**src/rtl/dc_offset_subtract_pkg.sv**
```systemverilog
// Shared constants and FSM state type for the DC offset subtractor.
// The optional saturating reduction is selected with DC_SUB_SAT_EN.
package lia_dc_pkg;

  localparam int NUM_CH   = 4;
  localparam int SAMPLE_W = 16;

  localparam int CH_05SIN = 0;
  localparam int CH_05COS = 1;
  localparam int CH_6SIN  = 2;
  localparam int CH_6COS  = 3;

  typedef enum logic [1:0] {
    IDLE     = 2'd0,
    WAIT_OFS = 2'd1,
    RUN      = 2'd2
  } state_t;

endpackage

```
**src/rtl/dc_offset_subtract_lane.sv**
```systemverilog
// One channel: frozen offset register, widened subtract, then reduction to DATA_W.
// DC_SUB_SAT_EN selects clamping with a sticky saturation bit; otherwise the result wraps.
module dc_sub_lane
  import lia_dc_pkg::*;
#(
  parameter int DATA_W = SAMPLE_W
) (
  input  logic              clk,
  input  logic              rst,
  input  logic              clear,
  input  logic              latch,
  input  logic              load,
  input  logic              emit,
  input  logic [DATA_W-1:0] ofs,
  input  logic [DATA_W-1:0] sample,
  output logic [DATA_W-1:0] out,
  output logic              sat
);

  logic [DATA_W-1:0] ofs_q;
  logic [DATA_W:0]   diff;
  logic [DATA_W-1:0] red;
  logic              clamp;

`ifdef DC_SUB_SAT_EN
  // Clamp when the sign bit and the top data bit of the widened difference disagree.
  always_comb begin
    red   = diff[DATA_W-1:0];
    clamp = 1'b0;
    if (diff[DATA_W] != diff[DATA_W-1]) begin
      clamp = 1'b1;
      red   = diff[DATA_W] ? {1'b1, {(DATA_W-1){1'b0}}} : {1'b0, {(DATA_W-1){1'b1}}};
    end else begin
      clamp = 1'b0;
    end
  end
`else
  // Wrap mode keeps only the low bits; the guard bit is deliberately discarded.
  assign red   = diff[DATA_W-1:0];
  assign clamp = 1'b0 & diff[DATA_W];
`endif

  // Offset latch, stage-1 difference and stage-2 output/sticky flag.
  always_ff @(posedge clk) begin
    if (rst || clear) begin
      ofs_q <= '0;
      diff  <= '0;
      out   <= '0;
      sat   <= 1'b0;
    end else begin
      if (latch) ofs_q <= ofs;
      if (load)  diff  <= {sample[DATA_W-1], sample} - {ofs_q[DATA_W-1], ofs_q};
      if (emit) begin
        out <= red;
        sat <= sat | clamp;
      end
    end
  end

endmodule

```
**src/rtl/dc_offset_subtract.sv**
```systemverilog
// Removes latched DC offsets from four demodulated channels with fixed 2-cycle latency.
// Build with DC_SUB_SAT_EN to clamp results instead of wrapping.
module dc_offset_subtract
  import lia_dc_pkg::*;
#(
  parameter int DATA_W = 16,
  parameter int CNT_W  = 32
) (
  input  logic              clk,
  input  logic              rst,
  input  logic              start,
  input  logic              ofs_valid,
  input  logic [DATA_W-1:0] ofs_05sin,
  input  logic [DATA_W-1:0] ofs_05cos,
  input  logic [DATA_W-1:0] ofs_6sin,
  input  logic [DATA_W-1:0] ofs_6cos,
  input  logic              in_valid,
  input  logic [DATA_W-1:0] in_05sin,
  input  logic [DATA_W-1:0] in_05cos,
  input  logic [DATA_W-1:0] in_6sin,
  input  logic [DATA_W-1:0] in_6cos,
  output logic              out_valid,
  output logic [DATA_W-1:0] out_05sin,
  output logic [DATA_W-1:0] out_05cos,
  output logic [DATA_W-1:0] out_6sin,
  output logic [DATA_W-1:0] out_6cos,
  output logic [CNT_W-1:0]  out_count,
  output logic              running,
  output logic [3:0]        sat_flag
);

  state_t state, state_next;
  logic   latch, accept, v1;

  logic [NUM_CH-1:0][DATA_W-1:0] ofs_bus, in_bus, out_bus;
  logic [NUM_CH-1:0]             sat_bus;

  // Next state plus latch/accept strobes; start overrides everything but rst.
  always_comb begin
    state_next = state;
    latch      = 1'b0;
    accept     = 1'b0;
    if (start) begin
      state_next = WAIT_OFS;
    end else begin
      case (state)
        IDLE:     state_next = IDLE;
        WAIT_OFS: begin
          if (ofs_valid) begin
            latch      = 1'b1;
            state_next = RUN;
          end else begin
            state_next = WAIT_OFS;
          end
        end
        RUN: begin
          accept     = in_valid;
          state_next = RUN;
        end
        default:  state_next = IDLE;
      endcase
    end
  end

  // State register and registered running indicator.
  always_ff @(posedge clk) begin
    if (rst) begin
      state   <= IDLE;
      running <= 1'b0;
    end else begin
      state   <= state_next;
      running <= (state_next == RUN);
    end
  end

  // Valid pipeline and saturating output counter; start discards in-flight samples.
  always_ff @(posedge clk) begin
    if (rst || start) begin
      v1        <= 1'b0;
      out_valid <= 1'b0;
      out_count <= '0;
    end else begin
      v1        <= accept;
      out_valid <= v1;
      if (v1 && (out_count != {CNT_W{1'b1}})) begin
        out_count <= out_count + {{(CNT_W-1){1'b0}}, 1'b1};
      end
    end
  end

  assign ofs_bus[CH_05SIN] = ofs_05sin;
  assign ofs_bus[CH_05COS] = ofs_05cos;
  assign ofs_bus[CH_6SIN]  = ofs_6sin;
  assign ofs_bus[CH_6COS]  = ofs_6cos;
  assign in_bus[CH_05SIN]  = in_05sin;
  assign in_bus[CH_05COS]  = in_05cos;
  assign in_bus[CH_6SIN]   = in_6sin;
  assign in_bus[CH_6COS]   = in_6cos;

  for (genvar ch = 0; ch < NUM_CH; ch++) begin : g_lane
    dc_sub_lane #(.DATA_W(DATA_W)) u_lane (
      .clk    (clk),
      .rst    (rst),
      .clear  (start),
      .latch  (latch),
      .load   (accept),
      .emit   (v1),
      .ofs    (ofs_bus[ch]),
      .sample (in_bus[ch]),
      .out    (out_bus[ch]),
      .sat    (sat_bus[ch])
    );
  end

  assign out_05sin = out_bus[CH_05SIN];
  assign out_05cos = out_bus[CH_05COS];
  assign out_6sin  = out_bus[CH_6SIN];
  assign out_6cos  = out_bus[CH_6COS];
  assign sat_flag  = sat_bus;

endmodule

```
**config.mk**
```make
export PLATFORM = sky130hd
export DESIGN_NAME = dc_offset_subtract
export DESIGN_NICKNAME = d
export VERILOG_FILES = /design/src/rtl/dc_offset_subtract_pkg.sv /design/src/rtl/dc_offset_subtract_lane.sv /design/src/rtl/dc_offset_subtract.sv
export SDC_FILE = /design/constraint.sdc
export NUM_CORES = 1
export LEC_CHECK = 0
export ABC_AREA = 1
export BUFFER_PORTS_ARGS = -buffer_cell sky130_fd_sc_hd__buf_4
export CORE_ASPECT_RATIO = 1.2
export CORE_MARGIN = 5
export CORE_UTILIZATION = 40
export DETAILED_ROUTE_END_ITERATION = 8
export REMOVE_ABC_BUFFERS = 1
export SLEW_MARGIN = 40
export SYNTH_ARGS = -nofsm -noshare
export SYNTH_HDL_FRONTEND = slang
export SYNTH_HIERARCHICAL = 1
export SYNTH_SLANG_ARGS = --single-unit
```
**constraint.sdc**
```tcl
create_clock -name clk -period 3.8 [get_ports clk]
set_input_delay 1.14 -clock clk [delete_from_list [all_inputs] [get_ports clk]]
set_output_delay 1.14 -clock clk [all_outputs]
set_load 0.01 [all_outputs]
```
### Word-level counts from Yosys, hierarchy flattened

Index checks and enable logic that the tools add are counted.

| word-level totals | value |
|---|---|
| flip-flop bits (word level) | 229 |
| output and inout port bits | 102 |
| word-level logic and storage cells | 36 |

| operators by class | value |
|---|---|
| $add $sub $neg | 5 |
| eq/ne operators | 4 |
| muxes and demuxes | 8 |
| reductions and logical operators | 2 |

Operators by type and width:

| kind | number |
|---|---|
| subtractor 16 bit | 4 |
| adder 32 x 1 -> 32 bit (second input constant) | 1 |
| != test 32 bit (second input constant) | 1 |
| two-way mux 1 bit | 5 |
| == test 2 bit (second input constant) | 2 |
| two-way mux 2 bit | 2 |
| case mux 2 bit (2 select lines) | 1 |
| == test 2 x 1 -> 1 bit (second input constant) | 1 |
| logical AND 1 bit | 1 |
| logical OR 1 bit | 1 |

### Longest topological paths before layout

Gate-level depths: netlist of the first run.

| depth | value |
|---|---|
| word-level depth | 4 |
| mapped depth | 13 |
| gate-level depth less buffers | 13 |

### By module

The synthesis of the first run kept the hierarchy.

By module, submodules not included:

| module | instances | cells an instance | area each (um^2) | sequential area each (um^2) |
|---|---|---|---|---|
| dc_sub_lane | 4 | 416 | 2702.6 | 960.9 |
| dc_offset_subtract | 1 | 362 | 2150.8 | 740.7 |

### Worst setup path after synthesis of the first run

OpenSTA, ideal clock, no wires.

| timing | value |
|---|---|
| path type | input port to flip-flop |
| from | input start |
| to | register g_lane[0].u_lane.diff[10] |
| arrival | 3109 ps |
| slack | 582 ps |
| cell stages on the path | 5 |
| cell sequence | nor3_1 > buf_2 > nand3_1 > nand2_1 > inv_1 |

| between the ends | value |
|---|---|
| cells in the longest elaborated chain, start to end | 1 |
| elaborated cells on any way between the ends | 2 |
| classes of those cells | 1 x mux; 1 x reduce/logical |

Ends and longest elaborated chain:

| element | line | source |
|---|---|---|
| from (decl) | dc_offset_subtract.sv:11 | `input logic start,` |
| two-way mux 1 bit or logical OR 1 bit (tied branches) | dc_offset_subtract.sv:43, dc_offset_subtract_lane.sv:45 |  |
| to (signal assigned) | dc_offset_subtract_lane.sv:52 | `if (load) diff <= {sample[DATA_W-1], sample} - {ofs_q[DATA_W-1], ofs_q};` |
| to (decl) | dc_offset_subtract_lane.sv:21 | `logic [DATA_W:0] diff;` |

Several ways; a longest one is shown, not always the timed one.
A chain may end at the register's enable or synchronous reset.

### Worst setup path after layout of the first run

| timing | value |
|---|---|
| from | input start |
| to | register g_lane[1].u_lane.ofs_q[7] |

| between the ends | value |
|---|---|
| cells in the longest elaborated chain, start to end | 1 |
| elaborated cells on any way between the ends | 2 |
| classes of those cells | 1 x mux; 1 x reduce/logical |

Ends and longest elaborated chain:

| element | line | source |
|---|---|---|
| two-way mux 1 bit | dc_offset_subtract.sv:43 | `if (start) begin` |
| named net latch | dc_offset_subtract.sv:33 | `logic latch, accept, v1;` |
| to (signal assigned) | dc_offset_subtract_lane.sv:51 | `if (latch) ofs_q <= ofs;` |
| to (decl) | dc_offset_subtract_lane.sv:20 | `logic [DATA_W-1:0] ofs_q;` |

The timed path passes the listed nets, and every way through them passes these cells.

==> results of run 1 <==
==> power by group through the flow <==
stage          Combinational [mW]  Sequential [mW]  Clock [mW]
6_report                    0.628             2.42        2.64
5_1_grt                     0.717             2.42        2.82
4_1_cts                     0.633             2.42        2.72
3_5_place_dp                0.629             2.47           0
3_3_place_gp                0.623             2.47           0
2_1_floorplan               0.401             2.47           0
==> state kept, by name, indices dropped and copies added, names as in the netlist <==
name / count
v1: 1
state: 2
g_lane.u_lane/diff: 64
out_count: 32
g_lane.u_lane/out: 64
running: 1
g_lane.u_lane/ofs_q: 64
out_valid: 1
==> worst max-delay path, stage by stage <==
cell	delay [ps]
buf_4	140
nor2_2	420
clkinv_1	740
nor2_1	300
a211oi_1	70
==> metrics by stage <==
stage          hold slack [ps]  std cells  utilization [%]  setup slack [ps]  TNS (ps)
2_1_floorplan              437       1965                -             -3260   -194790
3_3_place_gp               448       2614             46.8              1070         0
3_5_place_dp               453       2614             46.8              1020         0
4_1_cts                    457       2661             49.6              1460         0
5_1_grt                    480       2661             49.6              1130         0
6_report                   458       2661             49.6              1370         0
==> routing by layer <==
layer	up-vias	track usage, %
met5	-	0
met4	0	4.21
met3	35	3.79
met2	251	32.0
met1	5465	22.6
li1	6717	-
==> layout make-up <==
type / count / area (µm²)
sequential: 229 / 4590
inverter: 366 / 1370
timing repair buffer: 242 / 1870
clock inverter: 7 / 114
fill: 3357 / 16200
clock buffer: 40 / 785
tap: 407 / 509
multi-input combinational: 1370 / 6720
==> logic make-up after synthesis <==
group,synth area share [%]
other,0.116
DFF,35.4
buffers and inverters,12.9
adders and majority gates,6.70
xor gates and xnor gates,1.22
AOI/OAI and AO/OA,10.7
and+or+nand+nor,33.1
==> cell usage after synthesis (all sizes together) (12+ instances only) <==
master,count
inv,362
dfxtp,229
buf,29
nor2,291
o21ai,12
a211oi,89
nor3,18
or2,13
nand4,20
nand2,571
a21oi,131
clkbuf,32
ha,63
nand3,134
==> placed cells by master (no fill, tap or decap), types with 7 or more instances in the layout <==
master	n
a211oi_1	89
a21oi_1	131
buf_4	238
clkbuf_1	7
clkbuf_16	27
dfxtp_1	228
ha_1	63
inv_1	355
nand2_1	562
nand2_2	9
nand3_1	129
nand4_1	20
nor2_1	282
nor2_2	8
nor3_1	17
o21ai_0	12
or2_1	11
xnor2_1	9
xor2_1	9
==> how the worst min path moves through the flow <==
stage | end | slack, ps | cells past startpoint
floorplan | g_lane[0].u_lane/out[15]$_SDFFE_PP0P_ | 440 | 2
global placement | g_lane[2].u_lane/out[3]$_SDFFE_PP0P_ | 450 | 2
detailed placement | g_lane[1].u_lane/out[5]$_SDFFE_PP0P_ | 450 | 2
CTS | g_lane[0].u_lane/out[8]$_SDFFE_PP0P_ | 460 | 2
global route | g_lane[0].u_lane/out[12]$_SDFFE_PP0P_ | 480 | 2
finish | g_lane[1].u_lane/out[10]$_SDFFE_PP0P_ | 460 | 2
==> results.yml, run 1 <==
detailed_routing:
  first_pass_iters: 6
  top_layer_used: "met4"
  wl_met3_mm: 2.08
  wl_met1_mm: 15.2
  drt_iter0_drc: 621
  vias_per_cell: 4.69
  routed_wl_mm: 34.1
  vias: 12500
  ant_nets: 0
  avgRoutedWirePerCell_um: 12.8
  met2_length_mm: 16.3
  remaining_drc_errors: 0
placement:
  dpl_cell_area_um2: 15100
  place.gp.congestion: 0.877
  hpwlAfterDp_mm: 25.7
  port_buffers: 230
yosys:
  synth_top_area_share_pct: 35.4
  synth.avg_cell_area_um2: 6.40
  yosys_warnings: 6
  synth_top_area_cell: "dfxtp_1"
  syn_inst: 2026
  synth_flop_cell: "dfxtp_1"
  synth.area.top_cells: "dfxtp_1 35%, nand2_1 16%, inv_1 10%"
  synth_edf_count: 0
  synth_area_um2: 13000
  synth-seq-cells: 229
  synthArstFlopShare_pct: 0
  synth_seq_area_share_pct: 35.4
  ys_types: 29
cts:
  root_buffer: "clkbuf_16"
  post_cts_buffers: 0
  cts_buffer_depth: 3
  clkLatencyLatePin_ps: 540
  cts_tree: "yes"
  htreeDepth: 1
  clk_pin_slew_worst_paths_ps: 60
  cts_resized: 0
  cts_made_buffers: 27
  cts.hold.buffers_added: 0
  cts.sink_count: 229
final_layout:
  fin_nets: 2436
  finish.instance_area_um2: 16000
  num_antenna_cells: 0
  syn_to_final_growth_pct: 23.1
  layout-drive-gt1-share_pct: 14.0
worst_setup_path:
  cp-start-kind: "primary input"
  r2r_setup_slack_ps: 1530
  path_class: "in2reg"
  timing.rr.start: "state[1]$_SDFF_PP0_"
  r2r_end: "g_lane[1].u_lane/ofs_q[7]$_SDFFE_PP0P_"
  cp-end-kind: "flop"
  crit_arrival_ps: 2820
  critPathCapture: "g_lane[1].u_lane/ofs_q[7]$_SDFFE_PP0P_"
  crit_fanout: 30
  startpoint: "start"
  rr_worst_depth: 7
  crit_required_ps: 4190
global_routing:
  grt_use_total_pct: 18.1
  gr-total-overflow: 0
  grt_pass1_wl_mm: 56.2
  grt_max_degree: 56
  antenna_found_initial: 0
  grt_pass1_vias: 11800
power:
  p_int_mw: 4.29
  power_density_nw_per_um2: 356
  p_comb_share_pct: 11.0
  pwr-share-seq_pct: 42.5
  power_mw: 5.68
  ir_drop_mv: 0.359
  cellLeakagePower_nw: 7.56
  pwr-share-clk_pct: 46.4
  sw_frac_of_total_pct: 24.5
  switchingPower_mw: 1.39
job:
  cap_violations: 0
timing:
  finClkSkew_ps: 11.5
  setup_viol: 0
  rsz0062_at_grt: "false"
  worst_pin_slew_ps: 748
  period_share_pct: 63.9
  finalHoldViolCount: 0
  final-max-slew-violation-count: 0
  slew_headroom_pct: 50.2
  max_freq_mhz: 412
  min_period_ps: 2430
worst_hold_path:
  min_path_type: "reg2reg"
  hp-start: "g_lane[1].u_lane/diff[10]$_SDFFE_PP0P_"
die:
  die_h_um: 207
  rows: 72
  initial_core_util_pct: 40.3
  core-area_um2: 32200
  die_area_um2: 36100
  io_pins: 235
  die_x_um: 174
outcome:
  status: "finished, final reports clean"
Note: power is estimated with default switching activity, not from simulation.
==> run 2: changes to the inputs <==
- ABC_AREA: 1 -> 0
- clock period: 3.8 -> 2.5 ns (I/O delays scaled with it)
==> run 2 against run 1 <==
Against the previous run: non-clock buffer count increased by 101; count of clock-buffer cells in the layout is 6 lower; sequential share of layout area increased by 0.72 points; die area is 8.1% lower; worst setup slack got worse by 1200 ps; critical path type unchanged; critical endpoint is now g_lane[2].u_lane/diff[14]$_SDFFE_PP0P_; largest cell class unchanged; highest routed layer is now met5.
==> results.yml, run 2 <==
cts:
  clk_pin_slew_worst_paths_ps: 60
  htreeDepth: 1
  cts_made_buffers: 26
  cts.sink_count: 229
  root_buffer: "clkbuf_16"
  clkLatencyLatePin_ps: 520
  cts_buffer_depth: 3
  cts_tree: "yes"
worst_setup_path:
  crit_fanout: 3
  crit_arrival_ps: 2700
  critical_path.cell_chain: "buf_4 > inv_1 > ha_1 > fa_1 > nor2b_4 > o31a_1 > o31a_1 > o41ai_4 > mux2i_1 > nor3_2"
  cp-start-kind: "primary input"
  critPathMostFrequentCell: "o31a_1"
  startpoint: "in_6sin[0]"
  crit_required_ps: 2900
  rr_worst_depth: 8
  cp-end-kind: "flop"
  path_class: "in2reg"
  slowest_stage: "o41ai_4"
  cpPeakStageDelay_ps: 370
  timing.rr.start: "g_lane[2].u_lane/ofs_q[0]$_SDFFE_PP0P_"
detailed_routing:
  ant_nets: 0
  drt_iter0_drc: 455
  routed_wl_mm: 32.2
  vias_per_cell: 5.07
  avgRoutedWirePerCell_um: 15.4
  first_pass_iters: 5
  vias: 10600
  remaining_drc_errors: 0
yosys:
  yosys_warnings: 6
  synth-seq-cells: 229
  synth_top_area_share_pct: 38.7
  synth_area_um2: 11900
  synth_flop_cell: "dfxtp_1"
  synth_commonest_cells: "229 x dfxtp_1, 229 x nor2_1, 150 x mux2i_1"
  syn_inst: 1367
  ys_types: 56
  synthArstFlopShare_pct: 0
  synth_seq_area_share_pct: 38.7
  synth_top_area_cell: "dfxtp_1"
  synth.area.top_cells: "dfxtp_1 39%, mux2i_1 13%, nor2_1 7.3%"
  synth_edf_count: 0
  synth.avg_cell_area_um2: 8.67
placement:
  place.gp.congestion: 0.911
  pre_cts_slack_ps: -322
  hpwlAfterDp_mm: 24.5
  port_buffers: 230
  dpl_cell_area_um2: 14700
timing:
  finClkSkew_ps: 9.78
  period_share_pct: 92.0
  rsz0062_at_grt: "false"
  min_period_ps: 2300
  fin_setup_tns_ps: 0
  worst_pin_slew_ps: 754
  final-max-slew-violation-count: 0
  setup_viol: 0
  slew_headroom_pct: 49.7
  worst_slack_ps: 199
  finalHoldViolCount: 0
  max_freq_mhz: 435
final_layout:
  syn_to_final_growth_pct: 31.4
  layout-drive-gt1-share_pct: 24.6
  final_cell_mix: "341 x buf_4, 228 x nor2_1, 228 x dfxtp_1, 150 x mux2i_1, 79 x inv_1"
  mostFrequentLayoutCell: "buf_4"
  top_regs: "g_lane.u_lane/diff x64, g_lane.u_lane/ofs_q x64, g_lane.u_lane/out x64"
  fin_nets: 1878
  fin_util_pct: 52.9
  finish.instance_area_um2: 15600
global_routing:
  grt_use_total_pct: 18.6
  grt_pass1_wl_mm: 51.9
  gr-total-overflow: 0
  antenna_found_initial: 3
  grt_pass1_vias: 10300
  grt_max_degree: 40
die:
  initial_core_util_pct: 40.3
  die_h_um: 199
  die_area_um2: 33200
  die_x_um: 167
  rows: 69
  core-area_um2: 29400
  io_pins: 235
worst_hold_path:
  hp-start: "g_lane[0].u_lane/diff[4]$_SDFFE_PP0P_"
  min_path_type: "reg2reg"
  hold_depth: 2
outcome:
  status: "finished, final reports clean"
job:
  cap_violations: 0
power:
  cellLeakagePower_nw: 5.89
  ir_drop_mv: 0.430
  power_density_nw_per_um2: 539
==> run 2: layout make-up <==
class	instances	area, µm²
diodes	1	2.50
flip-flops and latches	229	4590
clock inverters	12	123
multi-input cells	995	6720
clock buffers	34	742
repair buffers	343	2600
inverters	83	312
well taps	390	488
fillers	2823	13900
==> run 2: timing repair <==
item / in CTS / in global routing
buffers inserted: 0 / 0
setup endpoints to repair: 0 / 1
hold buffers: 0 / 0
resized for setup: 0 / 1
==> run 2: worst max-delay path, delay by kind of cell <==
family          cells  cell delay [ps]
compound gates      3              950
fa+ha+maj           2              440
mux                 1              290
buf+inv             2              160
simple gates        2              120
==> run 2: per-stage QoR <==
stage	total power, mW	hold slack, ps	instances
floorplan	4.25	441	1307
global placement	4.66	450	2040
detailed placement	4.66	455	2040
CTS	8.53	435	2086
global route	8.77	449	2087
finish	8.39	460	2087
==> run 2: where the power goes <==
group          switching [mW]  leakage (nW)  internal (mW)  total (mW)
Combinational           0.456          3.62          0.459       0.914
Sequential            0.00616          1.85           3.66        3.67
Clock                    1.52         0.425           2.29        3.81
==> run 2: logic make-up after synthesis <==
| group | count (synthesis) | synth area share (%) |
|---|---|---|
| adder cells (fa/ha/maj) | 67 | 7.33 |
| multiplexers | 150 | 12.7 |
| XOR/XNOR | 46 | 3.40 |
| buffers and inverters | 143 | 4.79 |
| flip-flops | 229 | 38.7 |
| other | 4 | 0.127 |
| AO/OA/AOI/OAI | 235 | 13.2 |
| AND/OR/NAND/NOR | 493 | 19.8 |
==> run 2: worst paths after layout <==
kind                                                  to  slack [ps]
hold reg to reg    g_lane[0].u_lane/diff[4]$_SDFFE_PP0P_         460
setup / recovery  g_lane[2].u_lane/diff[14]$_SDFFE_PP0P_         200
setup reg to reg  g_lane[2].u_lane/diff[14]$_SDFFE_PP0P_         240
hold / removal     g_lane[0].u_lane/diff[4]$_SDFFE_PP0P_         460
==> run 2: metal layers <==
| metal | part of all wire, % | wire length, µm | track usage (%) |
|---|---|---|---|
| met3 | 5.6 | 1810 | 3.82 |
| met4 | 1.9 | 624 | 4.94 |
| met1 | 42 | 13400 | 22.5 |
| met5 | 0.11 | 34 | 0 |
| met2 | 51 | 16300 | 33.6 |
==> run 3: changes to the inputs <==
- ABC_AREA: 0 -> 1
==> run 3 against run 2 <==
Against the previous run: flip-flop and latch count stayed put; final cell count increased by 28%; combinational power rose by 4.3%; worst setup slack better by 340 ps; critical path type is now reg2reg; largest power group unchanged.
==> results.yml, run 3 (synthesis gave the netlist of run 1 again) <==
timing:
  final-max-slew-violation-count: 0
  finalHoldViolCount: 0
  worst_pin_slew_ps: 569
  fin_setup_tns_ps: 0
  slew_headroom_pct: 62.1
  worst_slack_ps: 544
  setup_viol: 0
  rsz0062_at_grt: "false"
  max_freq_mhz: 511
  finClkSkew_ps: 11.0
  min_period_ps: 1960
  period_share_pct: 78.3
detailed_routing:
  vias_per_cell: 4.67
  wl_met3_mm: 1.94
  remaining_drc_errors: 0
  drt_iter0_drc: 745
  top_layer_used: "met5"
  wl_met1_mm: 14.9
  ant_nets: 0
  vias: 12500
  first_pass_iters: 7
  routed_wl_mm: 33.8
  avgRoutedWirePerCell_um: 12.7
  met2_length_mm: 16.2
final_layout:
  syn_to_final_growth_pct: 24.1
  top_regs: "g_lane.u_lane/diff x64, g_lane.u_lane/ofs_q x64, g_lane.u_lane/out x64"
  mostFrequentLayoutCell: "nand2_1"
  layout-drive-gt1-share_pct: 14.3
  final_cell_mix: "562 x nand2_1, 357 x inv_1, 282 x nor2_1, 247 x buf_4, 228 x dfxtp_1"
  fin_util_pct: 50.0
  n_fill_cell: 3299
  fin_nets: 2444
  num_antenna_cells: 0
die:
  die_x_um: 174
  die_area_um2: 36100
  io_pins: 235
  initial_core_util_pct: 40.3
  rows: 72
  core-area_um2: 32200
  die_h_um: 207
power:
  power_density_nw_per_um2: 550
  power_mw: 8.84
  cellLeakagePower_nw: 7.63
  ir_drop_mv: 0.426
worst_setup_path:
  critPathTopFamily: "simple AND/OR/NAND/NOR gates"
  crit_required_ps: 2930
  cpPeakStageDelay_ps: 440
  slowest_stage: "dfxtp_1"
  cp-end-kind: "flop"
  crit_buf_inv: 0
  path_class: "reg2reg"
  crit_arrival_ps: 2390
  critPathMostFrequentCell: "nand2_1"
  critical_path.cell_chain: "ha_1 > nand2_1 > nor2_2 > nand2_1 > nor2_1 > nand2_1 > nor2_1 > nand3_1 > nand2_1 > nor2_1"
  cp-start-kind: "flop"
  crit_fanout: 5
cts:
  clkLatencyLatePin_ps: 540
  cts.sink_count: 229
  clk_pin_slew_worst_paths_ps: 60
  htreeDepth: 1
  cts.hold.buffers_added: 0
  root_buffer: "clkbuf_16"
  cts_buffer_depth: 3
  cts_resized: 0
  cts_tree: "yes"
  cts_made_buffers: 26
  post_cts_buffers: 0
placement:
  pre_cts_slack_ps: 195
  place.gp.congestion: 0.901
  hpwlAfterDp_mm: 25.7
  port_buffers: 230
global_routing:
  gr-total-overflow: 0
  grt_use_total_pct: 18.1
  antenna_found_initial: 1
  grt_max_degree: 49
  grt_pass1_wl_mm: 56.6
  grt_pass1_vias: 11900
outcome:
  status: "finished, final reports clean"
worst_hold_path:
  min_path_type: "in2reg"
job:
  cap_violations: 0
## run 3: cell count changes in the layout (fill, tap and decap cells not counted), sizes merged, moves of 13 or more
cell / before / now
o22ai: 16 / 0
inv: 83 / 362
a211oi: 30 / 89
o21a: 13 / 0
nand2: 77 / 571
o31a: 13 / 0
buf: 343 / 251
o21ai: 60 / 12
nand3: 48 / 134
mux2i: 150 / 0
nor2b: 17 / 0
nor2: 229 / 291
a21oi: 62 / 131
xnor2: 42 / 9
## run 3: per-stage QoR
step                      cells  instance area, µm²  hold WS, ps
after detailed placement   2623               15100          453
final                      2669               16100          442
after global routing       2669               16100          425
after global placement     2623               15100          449
after CTS                  2669               16100          419
after floorplan            1965               12700          437
## run 3: cell type report
cell class,count,area [µm²],area share [%]
Timing Repair Buffer,251,1930,12.0
Sequential cell,229,4590,28.5
Clock inverter,7,163,1.01
Tap cell,407,509,3.17
Multi-Input combinational cell,1370,6720,41.8
Clock buffer,39,791,4.92
Inverter,366,1370,8.54
## run 3: per-layer routing
metal	vias to the layer above	GRT usage, %
li1	6733	-
met1	5454	21.8
met2	238	32.7
met3	49	3.87
met4	2	4.64
met5	-	0
## run 3: power breakdown
| part | switching [mW] | internal [mW] |
|---|---|---|
| Clock | 1.53 | 2.68 |
| Sequential | 0.00581 | 3.67 |
| Combinational | 0.554 | 0.398 |
| Total | 2.09 | 6.75 |
## run 3: final timing paths
kind / startpoint / end / slack, ps / cells past startpoint
worst max-delay path: out_count[0]$_SDFFE_PP0P_ / out_count[20]$_SDFFE_PP0P_ / 540 / 10
worst min-delay path: rst / state[0]$_SDFF_PP0_ / 440 / 2
worst max register to register: out_count[0]$_SDFFE_PP0P_ / out_count[20]$_SDFFE_PP0P_ / 540 / 10
worst min register to register: g_lane[3].u_lane/out[9]$_SDFFE_PP0P_ / g_lane[3].u_lane/out[9]$_SDFFE_PP0P_ / 460 / 2
## run 3: worst reg2reg max path, stage by stage, from the launching register on
cell     delay, ps
dfxtp_1        440
ha_1           220
nand2_1         90
nor2_2         240
nand2_1        110
nor2_1         290
nand2_1         90
nor2_1         160
nand3_1        100
nand2_1         70
nor2_1          40
